==> src/rtl/alias_slice_bank_pkg.sv <==
// alias_slice_bank_pkg
//   Shared types and helpers for the aliased slice word bank.
//   - fsm_e     : bank state (INIT clear sweep, RUN normal operation)
//   - COLL_MAX  : saturation ceiling of the collision counter
//   - slice_lsb : bit position of slice s inside a word
package alias_slice_bank_pkg;

  typedef enum logic {
    INIT = 1'b0,
    RUN  = 1'b1
  } fsm_e;

  localparam logic [15:0] COLL_MAX = 16'hFFFF;

  // Slice s occupies word bits [s*slice_w +: slice_w].
  function automatic int slice_lsb(input int s, input int slice_w);
    return s * slice_w;
  endfunction

endpackage

==> src/rtl/alias_slice_arb.sv <==
// alias_slice_arb
//   Combinational fixed-priority resolver for concurrent slice writes.
//   Two or more valid channels aimed at the same (addr, slice) collide;
//   the lowest channel index wins.
//   Ports:
//     valid     [NCH]       per-channel write request
//     addr      [NCH*AW]    word index per channel
//     slice     [NCH*SW]    slice index per channel
//     grant     [NCH]       channel is valid and did not lose arbitration
//     collision             at least one channel lost this cycle
module alias_slice_arb
  import alias_slice_bank_pkg::*;
#(
  parameter int NCH = 2,
  parameter int AW  = 2,
  parameter int SW  = 1
) (
  input  logic [NCH-1:0]    valid,
  input  logic [NCH*AW-1:0] addr,
  input  logic [NCH*SW-1:0] slice,
  output logic [NCH-1:0]    grant,
  output logic              collision
);

  logic [NCH-1:0] lost;

  // A channel loses when any lower-indexed valid channel targets the same slot.
  always_comb begin
    lost = '0;
    for (int i = 1; i < NCH; i++) begin
      for (int j = 0; j < i; j++) begin
        if (valid[i] && valid[j] &&
            (addr[i*AW +: AW] == addr[j*AW +: AW]) &&
            (slice[i*SW +: SW] == slice[j*SW +: SW]))
          lost[i] = 1'b1;
      end
    end
  end

  assign grant     = valid & ~lost;
  assign collision = |lost;

endmodule

==> src/rtl/alias_slice_bank.sv <==
// alias_slice_bank
//   DEPTH words of WIDTH bits, each also visible as NSLICE aliased slices of
//   SLICE_W bits. NCH channels write single slices; one read port returns a
//   full word or a zero-extended slice with one cycle of latency. A clear
//   sweep after reset zeroes every word before writes/reads are accepted.
//   Ports:
//     clk, rst_n          clock, synchronous active-low reset
//     init_done           clear sweep finished
//     wr_valid/wr_ready   per-channel write handshake (ready is combinational)
//     wr_addr/wr_slice/wr_data  packed per-channel write target and data
//     rd_valid, rd_full, rd_addr, rd_slice  read request
//     rd_data_valid, rd_data, rd_err        read result (rd_err: bad slice)
//     collision_cnt       saturating count of cycles with a write collision
//     err_range           sticky: write with slice index >= NSLICE seen
module alias_slice_bank
  import alias_slice_bank_pkg::*;
#(
  parameter  int WIDTH   = 32,
  parameter  int SLICE_W = 16,
  parameter  int DEPTH   = 4,
  parameter  int NCH     = 2,
  localparam int NSLICE  = WIDTH / SLICE_W,
  localparam int AW      = $clog2(DEPTH),
  localparam int SW      = (NSLICE > 1) ? $clog2(NSLICE) : 1
) (
  input  logic                 clk,
  input  logic                 rst_n,
  output logic                 init_done,
  input  logic [NCH-1:0]       wr_valid,
  output logic [NCH-1:0]       wr_ready,
  input  logic [NCH*AW-1:0]    wr_addr,
  input  logic [NCH*SW-1:0]    wr_slice,
  input  logic [NCH*SLICE_W-1:0] wr_data,
  input  logic                 rd_valid,
  input  logic                 rd_full,
  input  logic [AW-1:0]        rd_addr,
  input  logic [SW-1:0]        rd_slice,
  output logic                 rd_data_valid,
  output logic [WIDTH-1:0]     rd_data,
  output logic                 rd_err,
  output logic [15:0]          collision_cnt,
  output logic                 err_range
);

  if (WIDTH % SLICE_W != 0) begin : g_bad_width
    $error("alias_slice_bank: WIDTH %0d is not a multiple of SLICE_W %0d", WIDTH, SLICE_W);
  end
  if (DEPTH < 2) begin : g_bad_depth
    $error("alias_slice_bank: DEPTH %0d must be at least 2", DEPTH);
  end
  if (NCH < 1) begin : g_bad_nch
    $error("alias_slice_bank: NCH %0d must be at least 1", NCH);
  end

  function automatic logic [15:0] sat_inc(input logic [15:0] c);
    return (c == COLL_MAX) ? c : c + 16'd1;
  endfunction

  fsm_e             state;
  logic [AW-1:0]    ptr;
  logic [WIDTH-1:0] mem [DEPTH];
  logic [NCH-1:0]   grant;
  logic             collision;
  logic             run;
  logic [NCH-1:0]   xfer;
  logic [NCH-1:0]   ch_ok;
  logic             bad_wr;
  logic [AW-1:0]    ch_addr  [NCH];
  logic [SW-1:0]    ch_slice [NCH];
  logic [WIDTH-1:0] rd_word_p0;
  logic [WIDTH-1:0] rd_view_p0;
  logic             rd_bad_p0;

  alias_slice_arb #(
    .NCH (NCH),
    .AW  (AW),
    .SW  (SW)
  ) u_arb (
    .valid     (wr_valid),
    .addr      (wr_addr),
    .slice     (wr_slice),
    .grant     (grant),
    .collision (collision)
  );

  assign run      = (state == RUN);
  // Idle channels stay ready; only arbitration losers are held off.
  assign wr_ready = run ? ~(wr_valid & ~grant) : '0;
  assign xfer     = wr_valid & wr_ready;

  // Out-of-range slices are accepted but never touch storage.
  always_comb begin
    bad_wr = 1'b0;
    for (int i = 0; i < NCH; i++) begin
      ch_addr[i]  = wr_addr[i*AW +: AW];
      ch_slice[i] = wr_slice[i*SW +: SW];
      ch_ok[i]    = (int'(ch_slice[i]) < NSLICE) && (int'(ch_addr[i]) < DEPTH);
      if (xfer[i] && (int'(ch_slice[i]) >= NSLICE))
        bad_wr = 1'b1;
    end
  end

  // ---- stage p0: read select from pre-write storage ----
  always_comb begin
    rd_word_p0 = (int'(rd_addr) < DEPTH) ? mem[rd_addr] : '0;
    rd_view_p0 = '0;
    rd_bad_p0  = 1'b0;
    if (rd_full)
      rd_view_p0 = rd_word_p0;
    else if (int'(rd_slice) < NSLICE)
      rd_view_p0[SLICE_W-1:0] = rd_word_p0[slice_lsb(int'(rd_slice), SLICE_W) +: SLICE_W];
    else
      rd_bad_p0 = 1'b1;
  end

  // Storage: sweep clear during INIT, otherwise merge every accepted slice.
  always_ff @(posedge clk) begin
    if (state == INIT) begin
      mem[ptr] <= '0;
    end else begin
      for (int i = 0; i < NCH; i++) begin
        if (xfer[i] && ch_ok[i])
          mem[ch_addr[i]][slice_lsb(int'(ch_slice[i]), SLICE_W) +: SLICE_W]
            <= wr_data[i*SLICE_W +: SLICE_W];
      end
    end
  end

  // ---- stage p1: registered control and read result ----
  always_ff @(posedge clk) begin
    if (!rst_n) begin
      state         <= INIT;
      ptr           <= '0;
      init_done     <= 1'b0;
      rd_data_valid <= 1'b0;
      rd_err        <= 1'b0;
      rd_data       <= '0;
      collision_cnt <= '0;
      err_range     <= 1'b0;
    end else begin
      case (state)
        INIT: begin
          if (int'(ptr) == DEPTH - 1) begin
            state     <= RUN;
            init_done <= 1'b1;
          end else begin
            ptr <= ptr + 1'b1;
          end
        end
        RUN: begin
          if (collision)
            collision_cnt <= sat_inc(collision_cnt);
          if (bad_wr)
            err_range <= 1'b1;
        end
        default: state <= INIT;
      endcase
      rd_data_valid <= rd_valid && run;
      rd_err        <= rd_valid && run && rd_bad_p0;
      if (rd_valid && run)
        rd_data <= rd_view_p0;
    end
  end

endmodule

==> config.mk <==
export PLATFORM = sky130hd
export DESIGN_NAME = alias_slice_bank
export DESIGN_NICKNAME = d
export VERILOG_FILES = /design/src/rtl/alias_slice_bank_pkg.sv /design/src/rtl/alias_slice_arb.sv /design/src/rtl/alias_slice_bank.sv
export SDC_FILE = /design/constraint.sdc
export NUM_CORES = 1
export LEC_CHECK = 0
export CELL_PAD_IN_SITES_DETAIL_PLACEMENT = 1
export CELL_PAD_IN_SITES_GLOBAL_PLACEMENT = 2
export CORE_MARGIN = 8
export CORE_UTILIZATION = 41
export CTS_BUF_LIST = sky130_fd_sc_hd__clkbuf_8
export CTS_CLUSTER_DIAMETER = 60
export DETAILED_ROUTE_END_ITERATION = 6
export GPL_TIMING_DRIVEN = 0
export PLACE_DENSITY = 0.8
export REMOVE_ABC_BUFFERS = 1
export SETUP_SLACK_MARGIN = 0.4
export SYNTH_ARGS = -nofsm -noshare
export SYNTH_HDL_FRONTEND = slang
export SYNTH_SLANG_ARGS = --single-unit
export TNS_END_PERCENT = 1
==> constraint.sdc <==
create_clock -name clk -period 3.26 [get_ports clk]
set_input_delay 0.489 -clock clk [delete_from_list [all_inputs] [get_ports clk]]
set_output_delay 0.489 -clock clk [all_outputs]
set_load 0.005 [all_outputs]
==> flow_summary.yaml, run 1 <==
synth:
  synth_top_area_frac: 0.436
  synth.cell_area_um2: 8810
  synth.largest_area_cell: "edfxtp_1"
  syn_area_per_cell_um2: 13.4
  yosys_warnings: 0
  synth_cell_types: 43
  ys_ff_latch: 181
  yosysSeqAreaShare: 0.557
  synth_area_leaders: "edfxtp_1, mux2_2, dfxtp_1"
  netlist_instances: 656
route:
  drt-initial-drc-count: 324
  wl_met2_um: 12800
  drt-met1-wl_um: 10600
  top_layer_used: "met5"
  postRouteAntennaNets: 0
  vias_per_cell: 5.69
  dr.pass1.iters: 4
  drc: 0
  wl_met3_um: 1190
  drt_wl_total_um: 25200
  wl_per_cell_um: 24.2
  vias: 5932
worst_setup_path:
  critPathLaunchType: "input port"
  path_max_fanout: 16
  regToRegStartpoint: "run"
  arrival_ns: 3.08
  endpoint_kind: "register"
  r2r_cells: 5
  timing.rr.end: "collision_cnt[10]"
  critPathLaunch: "wr_addr[0]"
  critPathKind: "in2reg"
  critPathRequiredTime_ns: 3.47
  rrSetupSlack_ns: 0.60
hold_path:
  hold_path_depth: 2
  worstHoldEndpoint: "init_done"
  hp-class: "reg2reg"
  hold_start: "init_done"
global_routing:
  grt_max_degree: 35
  grt_usage: 0.192
  grt_overflow: 0
  grt_pass1_wl_um: 38200
  grt_pass1_vias: 6444
  antenna_found_initial: 1
place:
  dp_hpwl_um: 17900
  port_buffers: 98
  place_ws_ns: -0.438
  dp.cells: 1007
  gp_congestion: 0.747
timing:
  max_slew_margin: 0.220
  fmax_mhz: 349
  worstMarginPinSlew_ns: 1.17
  fin_crit_sh: 0.878
  drv_slew: 0
  min_period_ns: 2.86
  setup_viol: 0
  hold_viol_final: 0
  skew_ns: 0.0102
  setup_slack_ns: 0.398
  grt_setup_unrepaired: "true"
power_and_ir_drop:
  p_per_area_nw_per_um2: 578
  p_leak_uw: 0.00390
  combPwrFrac: 0.226
  intPower_uw: 4460
  clkPwrFrac: 0.245
  swShare: 0.284
  switchingPower_uw: 1770
  power_frac_seq: 0.529
  peakVddDrop_v: 0.000309
  total_power_uw: 6220
floorplanning:
  die_h_um: 163
  coreArea_um2: 21100
  row_count: 53
  io_pins: 101
  die_w_um: 163
  initial_core_util: 0.418
  die-area_um2: 26400
layout:
  num_antenna_cells: 0
  regArea_um2: 4900
  drive_gt1_frac: 0.309
  final_cells: 1042
  syn2layout_area_growth_pct: 22.1
  layout.nets: 803
  final_cell_mix: "mux2_2, edfxtp_1, clkdlybuf4s50_1, dfxtp_1, nand2_1"
  n_fill_cell: 2079
  final_util: 0.510
  multiInputGateArea_um2: 3780
cts:
  cts_buffers: 17
  clock_path_buffers: 2
  clock-sinks: 181
  clk_pin_slew_ns: 0.09
  hold_buffers: 0
  htreeDepth: 4
  clkLatencyLatePin_ns: 0.46
  cts_root_buf: "clkbuf_8"
  cts_tree: "yes"
run_status:
  status: "finished clean"
run:
  max_cap_viol_count: 0
-- worst max-delay path by stage --
stage,cells past startpoint,end
floorplan,5,mem[2][0]
global placement,5,mem[0][1]
detailed placement,7,mem[0][8]
CTS,4,collision_cnt[6]
global route,7,mem[0][2]
finish,7,mem[0][4]
-- worst max-delay path, stage by stage --
cell and delay [ns]:
clkdlybuf4s50_1 0.57, xor2_1 0.22, and4bb_1 0.24, or3_4 0.42, or4b_4 0.56, buf_4 0.25
mux2_2 0.31
-- per-stage QoR --
stage	setup TNS [ns]	area, um^2	hold slack (ns)
after floorplan	0	8610	0.460
after global placement	-306.26	9940	0.456
after detailed placement	-28.87	10300	0.483
after CTS	0	10700	0.507
after global routing	0	10800	0.534
final	0	10800	0.495
-- cells in the mapped netlist (all sizes together) --
library cell / instances
nand3: 7
nand4: 6
xnor2: 7
mux2: 128
ha: 2
o21ai: 18
a21o: 1
nor2b: 1
or4b: 1
a21oi: 5
nor2: 42
and3: 6
and4: 2
nand3b: 2
mux2i: 9
or3: 1
a31o: 1
inv: 5
a22oi: 16
dfxtp: 53
nor4b: 2
o21bai: 1
xor2: 1
buf: 18
nand2: 50
o22ai: 6
edfxtp: 128
clkbuf: 25
nand2b: 11
nor3b: 2
conb: 1
nor3: 3
and4bb: 1
and2: 34
mux4: 32
a31oi: 20
nor4: 7
or3b: 1
-- power groups by stage --
stage                     Clock, uW  Sequential, uW  Combinational [uW]
after floorplan                   0            3300                 680
after global placement            0            3340                1200
after detailed placement          0            3350                1420
after CTS                      1560            3300                1420
after global routing           1630            3340                1490
final                          1520            3290                1410
-- repair_timing --
item / 4_1_cts / 5_1_grt
buffers inserted: 3 / 0
pin swaps: 2 / 0
endpoints found under the setup margin: 116 / 130
gates resized for setup: 0 / 5
-- per-layer routing --
layer / global-route usage / up-vias
met5: 0 / -
met4: 0.0676 / 2
met3: 0.0359 / 40
met2: 0.339 / 150
met1: 0.230 / 3055
li1: - / 2685
-- state kept, by name (all words and copies together) (netlist names) --
| signal | count |
|---|---|
| mem | 128 |
| run | 1 |
| init_done | 1 |
| ptr | 2 |
| rd_data_valid | 1 |
| collision_cnt | 16 |
| rd_data | 32 |
-- cells by family after synthesis --
logic type | synth area share
AO/OA/AOI/OAI | 0.0479
XOR/XNOR | 0.00795
adder cells (fa/ha/maj) | 0.00284
buffers and inverters | 0.0249
flip-flops | 0.557
multiplexers | 0.256
other | 0.000426
AND/OR/NAND/NOR | 0.104
-- cell type report --
class	instances	share of cell area
multi-input cells	428	0.352
repair buffers	121	0.122
inverters	5	0.00174
clock inverters	9	0.00721
flip-flops and latches	181	0.456
well taps	275	0.0320
clock buffers	23	0.0294
Note: power is estimated with default switching activity, not from simulation.
==> run 2, diff against run 1 <==
==> constraint.sdc (replaced) <==
create_clock -name clk -period 3.2 [get_ports clk]
set_input_delay 0.48 -clock clk [delete_from_list [all_inputs] [get_ports clk]]
set_output_delay 0.48 -clock clk [all_outputs]
set_load 0.005 [all_outputs]
==> results of run 2 <==
Same layout as run 1 (identical final DEF). Status: finished clean.
Among the figures that moved: setup slack after placement -0.438 ns -> -0.489 ns; setup slack after layout 0.398 ns -> 0.347 ns; register-to-register setup slack 0.60 ns -> 0.54 ns; total power 6220 uW -> 6340 uW; worst IR drop on VDD 0.000309 V -> 0.000315 V
==> run 3, diff against run 2 <==
--- a/config.mk
+++ b/config.mk
@@ -7,7 +7,6 @@
 export LEC_CHECK = 0
 export CELL_PAD_IN_SITES_DETAIL_PLACEMENT = 1
 export CELL_PAD_IN_SITES_GLOBAL_PLACEMENT = 2
-export CORE_MARGIN = 8
 export CORE_UTILIZATION = 41
 export CTS_BUF_LIST = sky130_fd_sc_hd__clkbuf_8
 export CTS_CLUSTER_DIAMETER = 60
==> run 3 against run 2 <==
Against the previous run: clock-buffer cell count down 6; non-clock buffer count down 3; wire length decreased by 8.0%; flip-flop and latch count stayed put; critical path depth stayed put; maximum frequency rose by 3.5%; clock skew grew 0.0087 ns; core utilization down 0.20 points; cell count is 0.29% lower; worst setup slack better by 0.097 ns; total power is 1.2% lower; critical path type unchanged; largest cell class unchanged; largest power group unchanged.
==> flow_summary.yaml, run 3 (synthesized netlist as in run 1, its figures left out) <==
route:
  drt-initial-drc-count: 336
  wl_per_cell_um: 22.3
  drt_wl_total_um: 23200
  dr.pass1.iters: 4
  vias_per_cell: 5.56
  drc: 0
  postRouteAntennaNets: 0
  vias: 5781
worst_setup_path:
  critPathRequiredTime_ns: 3.42
  cpLargestDelayFamily: "buffers and inverters"
  arrival_ns: 2.98
  timing.rr.end: "collision_cnt[10]"
  cp_slowest_cell: "clkdlybuf4s50_1"
  critPathKind: "in2reg"
  regToRegStartpoint: "run"
  r2r_cells: 5
  path_max_fanout: 9
  endpoint_kind: "register"
  rrSetupSlack_ns: 0.56
  slowest_delay_ns: 0.56
  critPathLaunchType: "input port"
  crit_chain: "clkdlybuf4s50_1 > xor2_1 > and4bb_1 > a21o_1 > nor2_2 > buf_6 > mux2_2"
  path_buf_inv: 2
timing:
  setup_slack_ns: 0.444
  drv_slew: 0
  min_period_ns: 2.76
  hold_viol_final: 0
  fmax_mhz: 363
  setup_viol: 0
  worstMarginPinSlew_ns: 1.20
  fin_crit_sh: 0.861
  grt_setup_unrepaired: "true"
  skew_ns: 0.0189
  max_slew_margin: 0.196
  fin_hold_ws_ns: 0.489
layout:
  n_fill_cell: 2087
  num_antenna_cells: 0
  drive_gt1_frac: 0.305
  layout.nets: 800
  reg_top3: "mem x128, rd_data x32, collision_cnt x16"
  syn2layout_area_growth_pct: 21.2
  final_cell_mix: "mux2_2, edfxtp_1, clkdlybuf4s50_1, dfxtp_1, nand2_1"
  top_register: "mem"
  largest_reg_flops: 128
  final_util: 0.508
cts:
  clk_pin_slew_ns: 0.10
  clock_path_buffers: 2
  hold_buffers: 0
  clkLatencyLatePin_ns: 0.47
  cts_buffers: 17
  cts_root_buf: "clkbuf_8"
  cts_tree: "yes"
  clock-sinks: 181
  htreeDepth: 4
run:
  max_cap_viol_count: 0
global_routing:
  grt_overflow: 0
  grt_usage: 0.217
  grt_pass1_vias: 5987
  grt_pass1_wl_um: 35200
  antenna_found_initial: 0
  grt_max_degree: 35
hold_path:
  hold_start: "init_done"
  hold_path_depth: 2
  hp-class: "reg2reg"
  worstHoldEndpoint: "init_done"
floorplanning:
  row_count: 53
  io_pins: 101
  die-area_um2: 22100
  die_h_um: 149
  initial_core_util: 0.419
  die_w_um: 149
  coreArea_um2: 21000
run_status:
  status: "finished clean"
power_and_ir_drop:
  p_per_area_nw_per_um2: 587
  total_power_uw: 6260
  p_leak_uw: 0.00386
  peakVddDrop_v: 0.000253
place:
  place_ws_ns: -0.405
  dp_hpwl_um: 16500
  port_buffers: 98
  gp_congestion: 0.790
## run 3: layout make-up
| class | count | area (um^2) | area share |
|---|---|---|---|
| multi-input combinational | 428 | 3770 | 0.353 |
| sequential | 181 | 4900 | 0.459 |
| clock inverter | 15 | 138 | 0.0129 |
| tap | 275 | 344 | 0.0322 |
| clock buffer | 17 | 234 | 0.0219 |
| timing repair buffer | 118 | 1270 | 0.119 |
| inverter | 5 | 18.8 | 0.00176 |
## run 3: metrics by stage
| stage | cell area [um^2] | setup TNS, ns | std cells |
|---|---|---|---|
| floorplan | 8610 | 0 | 614 |
| global placement | 9940 | -254.50 | 987 |
| detailed placement | 10300 | -30.81 | 1004 |
| CTS | 10600 | 0 | 1038 |
| global route | 10700 | 0 | 1039 |
| finish | 10700 | 0 | 1039 |
## run 3: worst max path at each step
stage,endpoint,depth (start not counted),startpoint
after floorplan,mem[2][0],5,wr_addr[2]
after detailed placement,mem[2][4],7,wr_addr[2]
after global routing,collision_cnt[6],4,rst_n
after global placement,mem[0][15],5,wr_valid[0]
after CTS,mem[0][5],7,wr_addr[2]
final,mem[2][26],7,wr_addr[0]
## run 3: what timing repair did
action / 4_1_cts / 5_1_grt
pin swaps: 1 / 1
setup buffers: 2 / 1
resized for setup: 1 / 4
setup endpoints to repair: 99 / 123
## run 3: power breakdown
part | switching (uW) | internal (uW)
clock network | 930 | 571
registers | 164 | 3190
logic | 808 | 601
total | 1900 | 4360
## run 3: worst min-delay path, delay by kind of cell, from the launching register on
kind | cells | cell delay (ns)
AO/OA/AOI/OAI | 1 | 0.04
flip-flops | 1 | 0.35
AND/OR/NAND/NOR | 1 | 0.07
## run 3: routing by layer
layer | up-vias | track usage | routed length, um
li1 | 2687 | - | -
met1 | 2968 | 0.294 | 10700
met2 | 114 | 0.360 | 11500
met3 | 12 | 0.0316 | 813
met4 | 0 | 0.0639 | 176
met5 | - | 0 | 0
